$ cat config.mk
export PLATFORM = sky130hd
export DESIGN_NAME = fb_stream_src
export DESIGN_NICKNAME = d
export VERILOG_FILES = /design/src/rtl/fb_stream_src.sv
export SDC_FILE = /design/constraint.sdc
export NUM_CORES = 1
export LEC_CHECK = 0
export BUFFER_PORTS_ARGS = -buffer_cell sky130_fd_sc_hd__clkbuf_2
export CAP_MARGIN = 10
export CORE_MARGIN = 2
export CORE_UTILIZATION = 55
export DETAILED_ROUTE_END_ITERATION = 8
export HOLD_SLACK_MARGIN = 0.1
export PLACE_DENSITY_LB_ADDON = 0.15
export SYNTH_ARGS = -nofsm -noshare
export SYNTH_HDL_FRONTEND = slang
export SYNTH_SLANG_ARGS = --single-unit
$ cat constraint.sdc
create_clock -name iCLK -period 5.8 [get_ports iCLK]
set_clock_uncertainty 0.15 [all_clocks]
set_input_delay 1.16 -clock iCLK [delete_from_list [all_inputs] [get_ports iCLK]]
set_output_delay 1.16 -clock iCLK [all_outputs]
set_load 0.02 [all_outputs]
$ cat src/rtl/fb_stream_src.sv
// rtl/fb_stream_src.sv - frame buffer burst read master feeding a ready/valid pixel stream
//
// Fetches pWORDS words per frame, starting at a base word address latched at
// frame start, using burst reads of up to pBURST words. Returned words go into a
// pFIFO_DEPTH-entry FIFO. A new burst is only requested when the FIFO plus all
// words still in flight leave room for a full burst, so the FIFO never overflows
// even if the sink stalls for a whole vertical blank.
//
// Ports:
//   iCLK               clock, all logic on the rising edge
//   iRESETn            asynchronous active-low reset
//   iENABLE            fetch frames while high; a started frame always completes
//   iBASE              frame base word address, sampled when a frame starts
//   oAV_ADDRESS        read command word address
//   oAV_READ           read command valid, held until accepted
//   oAV_BURSTCOUNT     read command burst length
//   iAV_WAITREQUEST    slave stall, command accepted when low
//   iAV_READDATA       read data (bits 30:0 carry the pixel word)
//   iAV_READDATAVALID  read data qualifier
//   oFB_START          head word is the first word of a frame
//   oFB_DATA           head pixel word
//   oFB_DATAVALID      FIFO not empty
//   iFB_READY          sink takes the head word when high with oFB_DATAVALID
//   oFRAME_DONE        one-cycle pulse after the last word of a frame is taken

module fb_stream_src #(
  parameter int pWORDS      = 921600,
  parameter int pBURST      = 8,
  parameter int pFIFO_DEPTH = 16,
  parameter int pADDR_W     = 22
) (
  input  logic                    iCLK,
  input  logic                    iRESETn,
  input  logic                    iENABLE,
  input  logic [pADDR_W-1:0]      iBASE,
  output logic [pADDR_W-1:0]      oAV_ADDRESS,
  output logic                    oAV_READ,
  output logic [$clog2(pBURST):0] oAV_BURSTCOUNT,
  input  logic                    iAV_WAITREQUEST,
  input  logic [31:0]             iAV_READDATA,
  input  logic                    iAV_READDATAVALID,
  output logic                    oFB_START,
  output logic [30:0]             oFB_DATA,
  output logic                    oFB_DATAVALID,
  input  logic                    iFB_READY,
  output logic                    oFRAME_DONE
);

  localparam int BC_W  = $clog2(pBURST) + 1;
  localparam int REM_W = $clog2(pWORDS + 1);
  localparam int PTR_W = $clog2(pFIFO_DEPTH);
  localparam int CNT_W = $clog2(pFIFO_DEPTH + 1);

  typedef enum logic [1:0] {IDLE, REQ, CRED, DRAIN} state_t;

  // Length of the next burst: a full burst, or whatever is left of the frame.
  function automatic logic [BC_W-1:0] burst_len(input logic [REM_W-1:0] rem);
    if (32'(rem) >= 32'(pBURST)) return BC_W'(pBURST);
    return BC_W'(rem);
  endfunction

  state_t             state;
  logic [REM_W-1:0]   remaining;
  logic [REM_W-1:0]   rem_after;
  logic [CNT_W-1:0]   outstanding;
  logic               first_tag;

  logic [31:0]        mem [pFIFO_DEPTH];
  logic [PTR_W-1:0]   wr_ptr;
  logic [PTR_W-1:0]   rd_ptr;
  logic [CNT_W-1:0]   fifo_count;
  logic               fifo_empty;
  logic [31:0]        head;

  logic [REM_W-1:0]   out_cnt;

  logic               cmd_accept;
  logic               push;
  logic               pop;
  logic [31:0]        credit_need;
  logic               credit_ok;
  logic               unused_rdata_msb;

  assign unused_rdata_msb = iAV_READDATA[31];

  assign cmd_accept = oAV_READ && !iAV_WAITREQUEST;
  // Data is only taken while we are owed words; this discards anything the
  // slave still returns for bursts issued before a reset.
  assign push       = iAV_READDATAVALID && (outstanding != '0);
  assign fifo_empty = (fifo_count == '0);
  assign pop        = !fifo_empty && iFB_READY;
  assign rem_after  = remaining - REM_W'(oAV_BURSTCOUNT);

  // Words already buffered plus words still in flight must leave room for a
  // full burst. Pushes only move words from "in flight" to "buffered", so the
  // sum can only shrink between this check and the command being accepted.
  assign credit_need = 32'(fifo_count) + 32'(outstanding) + 32'(pBURST);
  assign credit_ok   = (credit_need <= 32'(pFIFO_DEPTH));

  // Fetch FSM with registered command outputs.
  always_ff @(posedge iCLK or negedge iRESETn) begin
    if (!iRESETn) begin
      state          <= IDLE;
      remaining      <= '0;
      oAV_ADDRESS    <= '0;
      oAV_READ       <= 1'b0;
      oAV_BURSTCOUNT <= '0;
      first_tag      <= 1'b0;
    end else begin
      if (push) first_tag <= 1'b0;
      case (state)
        IDLE: begin
          // The first burst of a frame also needs credit: the previous frame
          // may still be sitting in the FIFO behind a stalled sink.
          if (iENABLE && credit_ok) begin
            state          <= REQ;
            oAV_ADDRESS    <= iBASE;
            remaining      <= REM_W'(pWORDS);
            oAV_BURSTCOUNT <= burst_len(REM_W'(pWORDS));
            oAV_READ       <= 1'b1;
            first_tag      <= 1'b1;
          end
        end
        REQ: begin
          if (!iAV_WAITREQUEST) begin
            oAV_READ       <= 1'b0;
            oAV_ADDRESS    <= oAV_ADDRESS + pADDR_W'(oAV_BURSTCOUNT);
            remaining      <= rem_after;
            oAV_BURSTCOUNT <= burst_len(rem_after);
            state          <= (rem_after == '0) ? DRAIN : CRED;
          end
        end
        CRED: begin
          if (credit_ok) begin
            oAV_READ <= 1'b1;
            state    <= REQ;
          end
        end
        DRAIN: begin
          if (outstanding == '0) state <= IDLE;
        end
        default: state <= IDLE;
      endcase
    end
  end

  // Words requested but not yet returned.
  always_ff @(posedge iCLK or negedge iRESETn) begin
    if (!iRESETn) begin
      outstanding <= '0;
    end else begin
      case ({cmd_accept, push})
        2'b10:   outstanding <= outstanding + CNT_W'(oAV_BURSTCOUNT);
        2'b01:   outstanding <= outstanding - CNT_W'(1);
        2'b11:   outstanding <= outstanding + CNT_W'(oAV_BURSTCOUNT) - CNT_W'(1);
        default: outstanding <= outstanding;
      endcase
    end
  end

  // FIFO storage holds {first-of-frame flag, pixel word}; no reset needed since
  // the outputs are masked while empty.
  always_ff @(posedge iCLK) begin
    if (push) mem[wr_ptr] <= {first_tag, iAV_READDATA[30:0]};
  end

  always_ff @(posedge iCLK or negedge iRESETn) begin
    if (!iRESETn) begin
      wr_ptr     <= '0;
      rd_ptr     <= '0;
      fifo_count <= '0;
    end else begin
      if (push) wr_ptr <= wr_ptr + PTR_W'(1);
      if (pop)  rd_ptr <= rd_ptr + PTR_W'(1);
      case ({push, pop})
        2'b10:   fifo_count <= fifo_count + CNT_W'(1);
        2'b01:   fifo_count <= fifo_count - CNT_W'(1);
        default: fifo_count <= fifo_count;
      endcase
    end
  end

  assign head          = mem[rd_ptr];
  assign oFB_DATAVALID = !fifo_empty;
  assign oFB_DATA      = fifo_empty ? 31'd0 : head[30:0];
  assign oFB_START     = fifo_empty ? 1'b0 : head[31];

  // Output word counter; the pulse lands in the cycle after the last transfer.
  always_ff @(posedge iCLK or negedge iRESETn) begin
    if (!iRESETn) begin
      out_cnt     <= '0;
      oFRAME_DONE <= 1'b0;
    end else begin
      oFRAME_DONE <= 1'b0;
      if (pop) begin
        if (out_cnt == REM_W'(pWORDS - 1)) begin
          out_cnt     <= '0;
          oFRAME_DONE <= 1'b1;
        end else begin
          out_cnt <= out_cnt + REM_W'(1);
        end
      end
    end
  end

endmodule

### Word level (Yosys, flattened, before mapping)

Memory sizes are Yosys's and may differ from the RTL's.
Cells that the tools add are included.

| operators by class | value |
|---|---|
| reduce and logical (&&, ||, !) cells | 18 |
| mux-type cells | 36 |
| equality and inequality tests | 13 |
| magnitude comparators | 2 |
| add/subtract/negate cells | 12 |

Operators with widths:

| operator | count |
|---|---|
| 20-bit two-way mux | 3 |
| 22-bit two-way mux | 2 |
| 22-bit one-hot mux with 2 select lines | 1 |
| 20-bit one-hot mux with 2 select lines | 1 |
| 31-bit two-way mux | 1 |
| 22-bit by 4-bit adder with 22-bit output | 1 |
| 20-bit by 1-bit adder with 20-bit output (second input constant) | 1 |
| 20-bit == test (second input constant) | 1 |
| 20-bit by 4-bit >= comparator with 1-bit output (second input constant) | 1 |
| 20-bit logical NOT | 1 |
| 20-bit by 4-bit subtractor with 20-bit output | 1 |
| 4-bit two-way mux | 4 |
| 1-bit two-way mux | 15 |
| 5-bit one-hot mux with 3 select lines | 1 |
| 5-bit by 1-bit subtractor with 5-bit output (second input constant) | 3 |
| 2-bit == test (second input constant) | 5 |
| 5-bit logical NOT | 2 |
| 5-bit one-hot mux with 2 select lines | 1 |
| 4-bit by 1-bit adder with 4-bit output (second input constant) | 2 |
| 2-bit two-way mux | 4 |
| 2-bit != test (second input constant) | 4 |
| 2-bit one-hot mux with 4 select lines | 1 |
| 4-bit one-hot mux with 2 select lines | 1 |
| 4-bit AND reduction | 2 |
| 14 further kinds | 22 |

| word-level totals | value |
|---|---|
| word-level logic and storage cells | 94 |
| output and inout port bits | 61 |
| memories kept | 1 |
| bits in registers | 89 |
| memory bits (writable) | 512 |

Memories:

| name | depth | width | read ports | clocked after Yosys merged registers in | write ports | line | text |
|---|---|---|---|---|---|---|---|
| mem | 16 | 32 | 1 | 0 | 1 | 68 | `logic [31:0] mem [pFIFO_DEPTH];` |

### Logic depth before layout (Yosys ltp)

Gate-level depths: netlist of the first run.

| logic depth | value |
|---|---|
| depth after elaboration | 8 |
| mapped depth | 13 |
| depth with buffers taken out | 12 |

### Least setup slack after synthesis of the first run

OpenSTA, ideal clock, no wires.

| timing | value |
|---|---|
| path kind | input -> register |
| from | in iAV_READDATAVALID |
| to | mem mem[0][0] (enable) |
| slack | 0.989 ns |
| data arrival time | 4.200 ns |
| cell stages on the path | 4 |
| data required time | 5.189 ns |
| cells stage by stage | a21boi_1 > clkbuf_1 > nand2_1 > nor3_1 |

| on the way | value |
|---|---|
| longest elaborated chain between the ends | 3 |

Ends and longest elaborated chain:

| element | line | text |
|---|---|---|
| start: declaration | 41 | `input logic iAV_READDATAVALID,` |
| 1-bit logical AND | 89 | `assign push = iAV_READDATAVALID && (outstanding != '0);` |
| 1-bit two-way mux | 164 | `if (push) mem[wr_ptr] <= {first_tag, iAV_READDATA[30:0]};` |
| 1-bit two-way mux (not written as such) | 164 |  |
| end: declaration | 68 |  |

Every way passes these cells.

### Worst setup path in the final report of the first run

| timing | value |
|---|---|
| from | reg rd_ptr[0] |
| to | out oFB_DATA[4] |

| on the way | value |
|---|---|
| longest elaborated chain between the ends | 2 |

Ends and longest elaborated chain:

| element | line | text |
|---|---|---|
| start: declaration | 70 | `logic [PTR_W-1:0] rd_ptr;` |
| start signal: assignment | 174 | `if (pop) rd_ptr <= rd_ptr + PTR_W'(1);` |
| memory 16 x 32 bit | - |  |
| 31-bit two-way mux | 185 | `assign oFB_DATA = fifo_empty ? 31'd0 : head[30:0];` |
| end: declaration | 43 | `output logic [30:0] oFB_DATA,` |

Every way passes these cells.

==> results of run 1 <==
power by group:
group | total, mW | switching (mW) | internal, mW
Combinational | 4.92 | 2.67 | 2.25
Clock | 3.61 | 1.57 | 2.05
Sequential | 5.87 | 0.565 | 5.30
Total | 14.4 | 4.80 | 9.60
area by class of cell:
cell class              instances  area share (%)
inverters                      28           0.371
flip-flops and latches        601            62.1
well taps                     600            2.65
repair buffers                154            3.21
multi-input cells             689            25.3
clock inverters                33           0.966
clock buffers                  72            5.41
per-stage QoR:
step	instance area [um^2]	utilization, %
final	28400	62.9
after global routing	28400	62.9
after CTS	28300	62.8
after detailed placement	26500	58.8
after global placement	26500	58.8
after floorplan	25000	-
cell families (layout without fill, tap and decap cells):
group           count (synthesis)  in the layout  share of synthesized area, %
simple gates                  280            280                          5.73
mux                           165            165                          14.6
xor+xnor                       38             38                          1.33
fa+ha+maj                      37             37                          2.00
compound gates                169            169                          4.48
buf+inv                        92            287                          1.38
flops                         601            601                          70.5
registers in the layout (all words and copies together) (netlist names):
signal	flops
state	2
oAV_READ	1
rd_ptr	4
oAV_BURSTCOUNT	4
out_cnt	20
remaining	20
mem	512
oAV_ADDRESS	22
first_tag	1
outstanding	5
fifo_count	5
wr_ptr	4
oFRAME_DONE	1
placed cells by master, fill, tap and decap left out, drive strengths merged, types with 6 or more instances in the layout:
master and instances:
mux4 160, nand2b 7, nand3 23, inv 29, o21ai 53, xor2 13
edfxtp 512, and3 8, a21o 10, dfrtp 89, buf 36, clkinv 25
nor4 8, a31oi 7, xnor2 25, nand4 16, o31ai 10, clkbuf 190
ha 32, nor2b 42, nand2 68, or4 6, a21oi 38, nor3 18
nor2 65
worst max path at each step:
| stage | from | end | slack, ns |
|---|---|---|---|
| 6_report | rd_ptr[0] | oFB_DATA[4] | 1.10 |
| 2_1_floorplan | iAV_READDATAVALID | mem[0][0] | 0.99 |
| 3_3_place_gp | rd_ptr[0] | oFB_DATA[4] | 1.65 |
| 5_1_grt | rd_ptr[0] | oFB_DATA[9] | 0.90 |
| 3_5_place_dp | rd_ptr[0] | oFB_DATA[4] | 1.65 |
| 4_1_cts | rd_ptr[0] | oFB_DATA[4] | 0.99 |
cells in the mapped netlist, drive strengths merged (4+ instances only):
library cell,instances,area share (%)
o32a,4,0.16
nand2,68,1.0
fa,5,0.40
o21ai,53,1.1
xor2,13,0.46
clkbuf,48,0.72
mux2i,5,0.20
xnor2,25,0.88
o21a,4,0.12
o221a,5,0.23
or4,6,0.22
nand4,16,0.46
a211oi,5,0.15
buf,16,0.24
o22a,4,0.14
nand2b,7,0.18
nor3,18,0.36
a31oi,7,0.18
edfxtp,512,62
or3,4,0.12
nor2b,42,1.1
o31ai,10,0.32
nand3,23,0.46
ha,32,1.6
a21oi,38,0.76
and3,8,0.20
nor4,8,0.20
o22ai,4,0.10
nor2,65,0.98
dfrtp,89,8.9
mux4,160,14
inv,27,0.41
a21o,10,0.31
routing by layer:
metal / track usage [%] / part of all wire [%]
met1: 33.2 / 43
met2: 36.0 / 49
met3: 3.55 / 6.1
met4: 5.32 / 1.5
met5: 0 / 0.025
critical path, delay by kind of cell, from the launching register on:
family,cells,cell delay [ns]
mux,2,1.03
simple gates,1,0.17
buf+inv,2,0.67
flops,1,0.88
==> metrics.csv, run 1 <==
stage;metric;value;unit
status;outcome;complete, no violations;
final_layout;layout cell share with drive strength beyond 1;27.3;%
power;Final Power;14.4;mW
final_layout;Post-Layout Cell Count;2177;
synthesis;Syn Area/Cell;18.1;um^2
setup_path;Critical Path AT;3.39;ns
floorplanning;# rows;78;
cts;clock transition at the registers of the reported paths;0.06;ns
cts;H-tree Lvls;2;
cts;CTS Hold Bufs;0;
synthesis;Post-Syn Area;0.0250;mm^2
routing;Initial DRC Count;1155;
routing;final wirelength;51600;um
cts;Bufs on Longest Clock Path;3;
cts;CTS Buf Count;58;
timing;Final Hold Viols;0;
routing;DR pass1 iterations;6;
timing;Max Freq;213;MHz
final_layout;FILL cells;3217;
placement;Place WS;1.65;ns
timing;min cycle time layout;4.70;ns
worst_hold_path;Worst Hold End;remaining[2];
timing;Worst-Margin Slew;1.18;ns
floorplanning;height of the chip;217;um
cts;Worst-Skew Late Latency;0.61;ns
floorplanning;DIE WIDTH;217;um
setup_path;crit path max fanout;33;
floorplanning;CORE AREA;0.0451;mm^2
global_routing;first-pass GRT wire length;79600;um
timing;RSZ-0062 raised after global routing;false;
setup_path;crit-path most repeated cell;mux4_2;
timing;Slew Limit Fails;0;
global_routing;grt ovf;0;
job;Max Cap Viol;0;
final_layout;nets;1629;
global_routing;GRT Total Usage;22.5;%
placement;Final HPWL DP;29400;um
setup_path;flop-to-flop setup slack;1.95;ns
routing;DR vias;13233;
cts;Resized Gates After CTS;0;
synthesis;synthesized flop and latch total;601;
final_layout;antenna diode count;0;
synthesis;Yosys warnings;0;
timing;Setup-failing EPs final;0;
floorplanning;io pins;121;
timing;WHS;0.337;ns
power;Max VDD drop;0.460;mV
placement;GPL Wtd Cong;0.844;
timing;Final WS setup;1.10;ns
global_routing;via count of the first global-routing pass;13401;
cts;CTS tree;yes;
worst_hold_path;min-delay worst type;reg -> reg;
setup_path;CP endpoint kind;output pin;
routing;ANT nets after route;0;
setup_path;Critical Path Start Type;flip-flop;
worst_hold_path;hold path startpoint;remaining[2];
placement;Port Buffer Count;119;
power;static leakage;9.73;nW
setup_path;CP Class;reg -> out;
routing;drt via density;6.08;
cts;# clock sinks;601;
floorplanning;Starting Density;55.4;%
routing;routed len/inst;23.7;um
synthesis;Post-synth EDFFs;512;
setup_path;slowest stage cell on the critical path;dfrtp_4;
setup_path;FF-to-FF End;oAV_ADDRESS[16];
final_layout;Multi-input gate area;0.00717;mm^2
setup_path;CP required;4.49;ns
cts;post-CTS setup buffer count;0;
final_layout;Register Area;0.0176;mm^2
setup_path;worst path cell trace;buf_4 > mux4_2 > mux4_2 > nor2b_1 > clkbuf_2;
setup_path;R2R cell count;9;
synthesis;Yosys cell types;67;
synthesis;syn nets;1479;
timing;setup TNS;0;ns
synthesis;async set-reset flop share out of synthesis;14.8;%
synthesis;Seq/Total Area, Yosys;70.5;%
synthesis;prevailing post-synth register cell;edfxtp_1;
routing;Remaining DRCs;0;
cts;root buffer cell;clkbuf_16;
global_routing;initial antenna violation count;1;
synthesis;post-synthesis cell count;1382;
timing;crit share post-route;81.1;%
worst_hold_path;Hold Path Stages;2;
placement;placed insts;2071;
setup_path;r2r startpoint;outstanding[1];
final_layout;Layout area overhead;13.5;%
floorplanning;die area;0.0471;mm^2
setup_path;Crit path largest cell delay;0.88;ns
timing;Slew headroom;21.2;%
global_routing;largest net degree at the start of global routing;53;
power;Power Dens Cells;508;mW/mm^2
Power figures use the tool's default switching activity.
==> inputs of run 2 (changes only) <==
Settings changed: ABC_AREA set to 1.
Clock period 5.8 ns to 4.39 ns, I/O delays scaled along.
==> run 2 against run 1 <==
Compared with the run above:
- the flow now finishes with violations (DRC)
- routed wire length up 25%
- sequential share of layout area is 2.3 points lower
- sequential power is 30% higher
- critical path type unchanged
==> metrics.csv, run 2 <==
stage;metric;value;unit;change
cts;Bufs on Longest Clock Path;3;;unchanged
synthesis;Post-synth EDFFs;512;;unchanged
setup_path;crit path max fanout;50;;+52%
setup_path;CP endpoint kind;output pin;;
routing;DR vias;18248;;+38%
placement;Port Buffer Count;119;;unchanged
status;outcome;finished with violations;;
timing;min cycle time layout;4.11;ns;
power;Max VDD drop;0.432;mV;-6.0%
routing;final wirelength;64300;um;+25%
timing;Max Freq;243;MHz;
final_layout;largest registers;mem (512), oAV_ADDRESS (22);;
timing;setup TNS;0;ns;unchanged
setup_path;Buf/Inv on CP;3;;+1
synthesis;Seq/Total Area, Yosys;67.5;%;-3.0 points
final_layout;Most flops, register;mem;;
synthesis;post-synth top area share;58.9;%;-2.6 points
routing;routed len/inst;21.2;um;-11%
placement;Final HPWL DP;37000;um;+26%
cts;Resized Gates After CTS;0;;unchanged
floorplanning;Starting Density;55.9;%;+0.51 points
routing;drt via density;6.00;;-1.2%
setup_path;Critical Path Start Type;flip-flop;;
setup_path;Critical Path AT;3.08;ns;-0.31 ns
final_layout;Largest register FFs;512;;unchanged
synthesis;ranking of synthesized cells by area;edfxtp_1 (59%), dfrtp_1 (8.5%), o21ai_0 (5.9%);;
synthesis;synthesized flop and latch total;601;;unchanged
synthesis;Syn Area/Cell;11.4;um^2;-37%
synthesis;Yosys cell types;45;;-33%
setup_path;Crit path largest cell delay;0.71;ns;-0.17 ns
setup_path;R2R cell count;12;;+3
timing;Final Hold Viols;0;;unchanged
worst_hold_path;min-delay worst type;in -> async;;
final_layout;Layout area overhead;12.9;%;
global_routing;via count of the first global-routing pass;18009;;+34%
setup_path;CP Class;reg -> out;;
cts;# clock sinks;601;;unchanged
synthesis;synth cell count leaders;edfxtp_1 (512), nor2_1 (374), o21ai_0 (309), nand2_1 (240), inv_1 (116);;
power;Power Dens Cells;684;mW/mm^2;+35%
setup_path;Worst setup startpoint;rd_ptr[0];;
synthesis;post-synth top area cell;edfxtp_1;;
setup_path;r2r startpoint;outstanding[1];;
setup_path;FF-to-FF End;remaining[19];;
synthesis;most frequent cell after synthesis;edfxtp_1;;
floorplanning;CORE AREA;0.0467;mm^2;+3.5%
timing;Slew headroom;33.0;%;+12 points
floorplanning;io pins;121;;unchanged
floorplanning;die area;0.0492;mm^2;+4.3%
setup_path;Levels on crit path;7;;+2
timing;crit share post-route;93.7;%;
cts;CTS tree;yes;;
cts;Worst-Skew Late Latency;0.63;ns;+0.02 ns
global_routing;initial antenna violation count;1;;unchanged
synthesis;async set-reset flop share out of synthesis;14.8;%;unchanged
final_layout;layout cell share with drive strength beyond 1;13.1;%;-14 points
cts;H-tree Lvls;2;;unchanged
synthesis;post-synthesis cell count;2279;;+65%
setup_path;flop-to-flop setup slack;1.01;ns;-0.94 ns
floorplanning;DIE WIDTH;222;um;+2.2%
placement;GPL Wtd Cong;0.874;;+3.5%
synthesis;prevailing post-synth register cell;edfxtp_1;;
synthesis;Post-Syn Area;0.0261;mm^2;+4.4%
timing;RSZ-0062 raised after global routing;false;;
timing;Slew Limit Fails;0;;unchanged
routing;Initial DRC Count;1735;;+50%
cts;CTS Hold Bufs;0;;unchanged
setup_path;slowest stage cell on the critical path;dfrtp_4;;
global_routing;GRT Total Usage;26.1;%;+3.6 points
global_routing;largest net degree at the start of global routing;98;;+85%
global_routing;first-pass GRT wire length;100000;um;+26%
setup_path;CP required;3.36;ns;-1.13 ns
cts;CTS Buf Count;59;;+1.7%
final_layout;commonest cells after routing, fill and taps aside;edfxtp_1 (512), nor2_1 (358), o21ai_0 (309);;
floorplanning;height of the chip;222;um;+2.2%
timing;Worst-Margin Slew;1.00;ns;-0.171 ns
global_routing;grt ovf;0;;unchanged
setup_path;worst path cell trace;inv_6 > buf_4 > o21ai_0 > o221ai_1 > nand3_1 > a21oi_1 > clkbuf_2;;
job;Max Cap Viol;0;;unchanged
setup_path;crit path to;oFB_DATA[26];;
cts;post-CTS setup buffer count;0;;unchanged
timing;Setup-failing EPs final;0;;unchanged
final_layout;commonest non-fill, non-tap cell in the layout;edfxtp_1;;
synthesis;Yosys warnings;0;;unchanged
routing;ANT nets after route;0;;unchanged
routing;Remaining DRCs;10;;+10
final_layout;nets;2477;;+52%
setup_path;crit-path leading delay family;buffers and inverters;;
routing;DR pass1 iterations;8;;+2
floorplanning;# rows;79;;+1.3%
cts;clock transition at the registers of the reported paths;0.06;ns;about the same
synthesis;syn nets;2376;;+61%
final_layout;fin util;63.1;%;+0.23 points
cts;root buffer cell;clkbuf_16;;
power;static leakage;10.7;nW;+9.6%
status;failing checks;DRC;;
## run 2: cell types whose count changed in the layout (fill, tap and decap cells not counted), moves of 25 or more
cell / delta
nand3_1: +89
inv_1: +85
o21ai_1: +25
nor2b_1: -42
o21ai_0: +256
nand2_1: +172
nor2_1: +306
mux4_2: -160
o221ai_1: +96
o22ai_1: +35
## run 2: cell type report
class,count,area [um^2]
Clock buffer,77,1570
Multi-Input combinational cell,1428,7600
Tap cell,607,759
Sequential cell,601,17600
Fill cell,3637,17200
Antenna cell,1,2.50
Clock inverter,35,211
Inverter,126,479
Timing Repair Buffer,164,1210
## run 2: cell families (layout without fill, tap and decap cells)
logic type,count (synthesis),count (layout),share of synthesized area (%)
flip-flops,601,601,67.5
multiplexers,1,1,0.0384
adder cells (fa/ha/maj),37,37,1.92
AO/OA/AOI/OAI,546,546,12.3
buffers and inverters,250,402,3.85
XOR/XNOR,28,28,0.940
other,0,1,0
AND/OR/NAND/NOR,816,816,13.5
## run 2: worst reg2reg max path, stage by stage, from the launching register on
cell and delay [ns]:
dfrtp_1 0.47, ha_1 0.33, ha_1 0.26, fa_1 0.43, nor3_1 0.16, nand2_1 0.09, nand3_2 0.09, nand3_2 0.07
nand3b_4 0.31, nand2_2 0.35, buf_4 0.37, o21ai_0 0.14, o21ai_1 0.10
## run 2: through the flow
step                      worst slack (ns)  hold WS (ns)  power, mW  cell area (um^2)  instances
after global placement               0.883         0.342       15.3             27700       2926
after CTS                            0.223         0.294       20.2             29400       3038
after detailed placement             0.894         0.343       15.6             27700       2926
final                                0.278         0.272       20.1             29400       3039
after floorplan                       1.06         0.316       12.9             26100       2279
after global routing                0.0720         0.334       21.4             29400       3038
## run 2: how the worst min path moves through the flow
stage,startpoint,to,slack [ns],depth (start not counted)
finish,iRESETn,oAV_ADDRESS[10],0.27,1
global route,iRESETn,oAV_ADDRESS[14],0.33,1
CTS,iRESETn,oAV_ADDRESS[18],0.29,1
detailed placement,out_cnt[8],out_cnt[8],0.34,1
global placement,fifo_count[4],fifo_count[4],0.34,1
floorplan,out_cnt[8],out_cnt[8],0.32,1
## run 2: metal layers
metal	track usage, %	vias up	share of wire [%]
met4	7.72	0	2.4
met3	4.21	113	6.9
met2	43.9	619	49
met5	0	-	0
li1	-	8437	-
met1	35.5	9079	42
## run 2: power by group
| part | internal, mW | total, mW | switching (mW) |
|---|---|---|---|
| Clock | 2.56 | 4.65 | 2.09 |
| Combinational | 2.44 | 7.87 | 5.43 |
| Sequential | 7.03 | 7.62 | 0.591 |
==> inputs of run 3 (changes only) <==
Settings changed: CELL_PAD_IN_SITES_DETAIL_PLACEMENT set to 0, CELL_PAD_IN_SITES_GLOBAL_PLACEMENT set to 1, CORE_UTILIZATION 55 to 54, SKIP_CTS_REPAIR_TIMING set to 1.
Clock period 4.39 ns to 5.2 ns, I/O delays scaled along.
==> run 3 against run 2 <==
Compared with the run above:
- the run now ends clean
- register-to-register slack better by 0.53 ns
- critical path depth unchanged
- die area up 1.8%
- hold slack better by 0.086 ns
- utilization down 1.6 points
- global-route usage down 0.19 points
- final cell count about the same
- clock-buffer cell count down 3
- worst setup slack better by 0.21 ns
- critical endpoint is now oFB_DATA[0]
- highest routed layer is now met5
==> metrics.csv, run 3 (synthesized netlist as in run 2, its figures left out) <==
stage;metric;value;unit;change
setup_path;crit path max fanout;106;;+110%
power;Pint;10.4;mW;-14%
routing;ANT nets after route;0;;unchanged
floorplanning;height of the chip;224;um;+0.90%
timing;Worst-Margin Slew;1.00;ns;-0.00257 ns
final_layout;FILL cells;3745;;+3.0%
routing;DR WL met3;4460;um;+0.79%
routing;routed len/inst;21.3;um;+0.57%
final_layout;fin util;61.5;%;-1.6 points
power;Power Dens Cells;586;mW/mm^2;-14%
final_layout;layout cell share with drive strength beyond 1;13.2;%;+0.068 points
global_routing;largest net degree at the start of global routing;133;;+36%
floorplanning;DIE WIDTH;224;um;+0.90%
setup_path;Critical Path AT;3.52;ns;+0.44 ns
global_routing;first-pass GRT wire length;99900;um;-0.17%
job;Max Cap Viol;0;;unchanged
floorplanning;CORE AREA;0.0477;mm^2;+2.3%
power;Comb power frac;38.1;%;-1.0 points
timing;Slew Limit Fails;0;;unchanged
floorplanning;# rows;80;;+1.3%
global_routing;grt ovf;0;;unchanged
routing;Initial DRC Count;1521;;-12%
cts;root buffer cell;clkbuf_16;;
final_layout;Layout area overhead;12.5;%;
global_routing;via count of the first global-routing pass;17607;;-2.2%
final_layout;Most flops, register;mem;;
final_layout;largest registers;mem (512), oAV_ADDRESS (22);;
global_routing;GRT Total Usage;25.9;%;-0.19 points
power;Seq pwr share;37.2;%;-0.6 points
timing;min cycle time layout;4.71;ns;
routing;Met1 Routed Length;27900;um;+3.4%
timing;Max Freq;212;MHz;
final_layout;Largest register FFs;512;;unchanged
setup_path;Critical Path Start Type;flip-flop;;
final_layout;commonest cells after routing, fill and taps aside;edfxtp_1 (512), nor2_1 (358), o21ai_0 (309);;
power;clock share of power;24.7;%;+1.6 points
status;outcome;complete, no violations;;
final_layout;commonest non-fill, non-tap cell in the layout;edfxtp_1;;
worst_hold_path;min-delay worst type;reg -> reg;;
cts;clock transition at the registers of the reported paths;0.06;ns;about the same
placement;Port Buffer Count;119;;unchanged
cts;CTS tree;yes;;
floorplanning;io pins;121;;unchanged
setup_path;CP Class;reg -> out;;
timing;setup TNS;0;ns;unchanged
placement;GPL Wtd Cong;0.866;;-0.84%
routing;Remaining DRCs;0;;-10
power;Max VDD drop;0.344;mV;-20%
timing;Setup-failing EPs final;0;;unchanged
final_layout;Multi-input gate area;0.00760;mm^2;unchanged
cts;Bufs on Longest Clock Path;3;;unchanged
timing;RSZ-0062 raised after global routing;false;;
timing;Final WS setup;0.485;ns;+0.207 ns
final_layout;nets;2475;;-0.081%
final_layout;Register Area;0.0176;mm^2;unchanged
placement;Place WS;1.12;ns;+0.222 ns
routing;DR vias;18055;;-1.1%
power;static leakage;10.6;nW;about the same
routing;drt via density;5.94;;-1.2%
routing;final wirelength;64700;um;+0.67%
setup_path;CP endpoint kind;output pin;;
power;Switching Share;39.7;%;-0.53 points
cts;Worst-Skew Late Latency;0.62;ns;about the same
cts;# clock sinks;601;;unchanged
global_routing;initial antenna violation count;2;;+1
cts;CTS Buf Count;60;;+1.7%
cts;H-tree Lvls;2;;unchanged
routing;DR pass1 iterations;6;;-2
timing;Final Hold Viols;0;;unchanged
floorplanning;Starting Density;54.6;%;-1.3 points
placement;Final HPWL DP;37100;um;+0.28%
routing;top sig layer;met5;;
routing;metal2 WL;31100;um;-0.84%
timing;Slew headroom;33.0;%;about the same
floorplanning;die area;0.0501;mm^2;+1.8%
timing;crit share post-route;90.7;%;
setup_path;CP required;4.01;ns;+0.65 ns
power;Sw Pwr;6.83;mW;-16%
-- run 3: changes by cell type in the layout (fill, tap and decap cells not counted), moves of 2 or more --
cell,previous run,this run
clkbuf_1,17,13
clkinv_2,9,5
buf_4,24,39
inv_6,1,3
buf_12,22,4
bufinv_16,1,7
-- run 3: per-stage QoR --
step                cells  hold WS [ns]  instance area (um^2)  power, mW
CTS                  3041         0.362                 29300       17.3
finish               3042         0.358                 29300       17.2
global route         3041         0.382                 29300       18.2
global placement     2931         0.340                 27400       12.9
floorplan            2279         0.316                 26100       10.9
detailed placement   2931         0.350                 27400       13.0
-- run 3: metal layers --
layer / global-route usage, % / vias up
li1: - / 8425
met1: 35.9 / 8901
met2: 43.0 / 626
met3: 4.56 / 101
met4: 6.71 / 2
met5: 0 / -
-- run 3: final timing paths --
kind	from	cells past startpoint	endpoint	slack, ns
max in group asynchronous	iRESETn	2	remaining[18]	3.62
hold reg to reg	out_cnt[4]	1	out_cnt[4]	0.36
setup reg to reg	outstanding[1]	12	oAV_ADDRESS[21]	1.54
min in group asynchronous	iRESETn	1	remaining[0]	0.37
setup / recovery	rd_ptr[0]	7	oFB_DATA[0]	0.49
hold / removal	out_cnt[4]	1	out_cnt[4]	0.36
-- run 3: layout make-up --
type / instances / area share, %
antenna: 1 / 0.00853
clock buffer: 74 / 5.33
clock inverter: 36 / 1.21
inverter: 126 / 1.63
multi-input combinational: 1428 / 25.9
sequential: 601 / 60.0
tap: 615 / 2.62
timing repair buffer: 161 / 3.28
-- run 3: power groups by stage --
stage / logic (mW) / registers (mW) / clock network [mW]
after floorplan: 4.47 / 6.41 / 0
after global placement: 6.40 / 6.47 / 0
after detailed placement: 6.54 / 6.49 / 0
after CTS: 6.57 / 6.39 / 4.32
after global routing: 7.25 / 6.47 / 4.47
final: 6.54 / 6.40 / 4.26
-- run 3: worst max-delay path, cell delays in order (launching register included) --
cell and delay [ns]:
dfrtp_4 0.74, inv_6 0.69, buf_4 0.40, o21ai_0 0.12, o221ai_1 0.21, nand3_1 0.12, a21oi_1 0.28, clkbuf_2 0.23
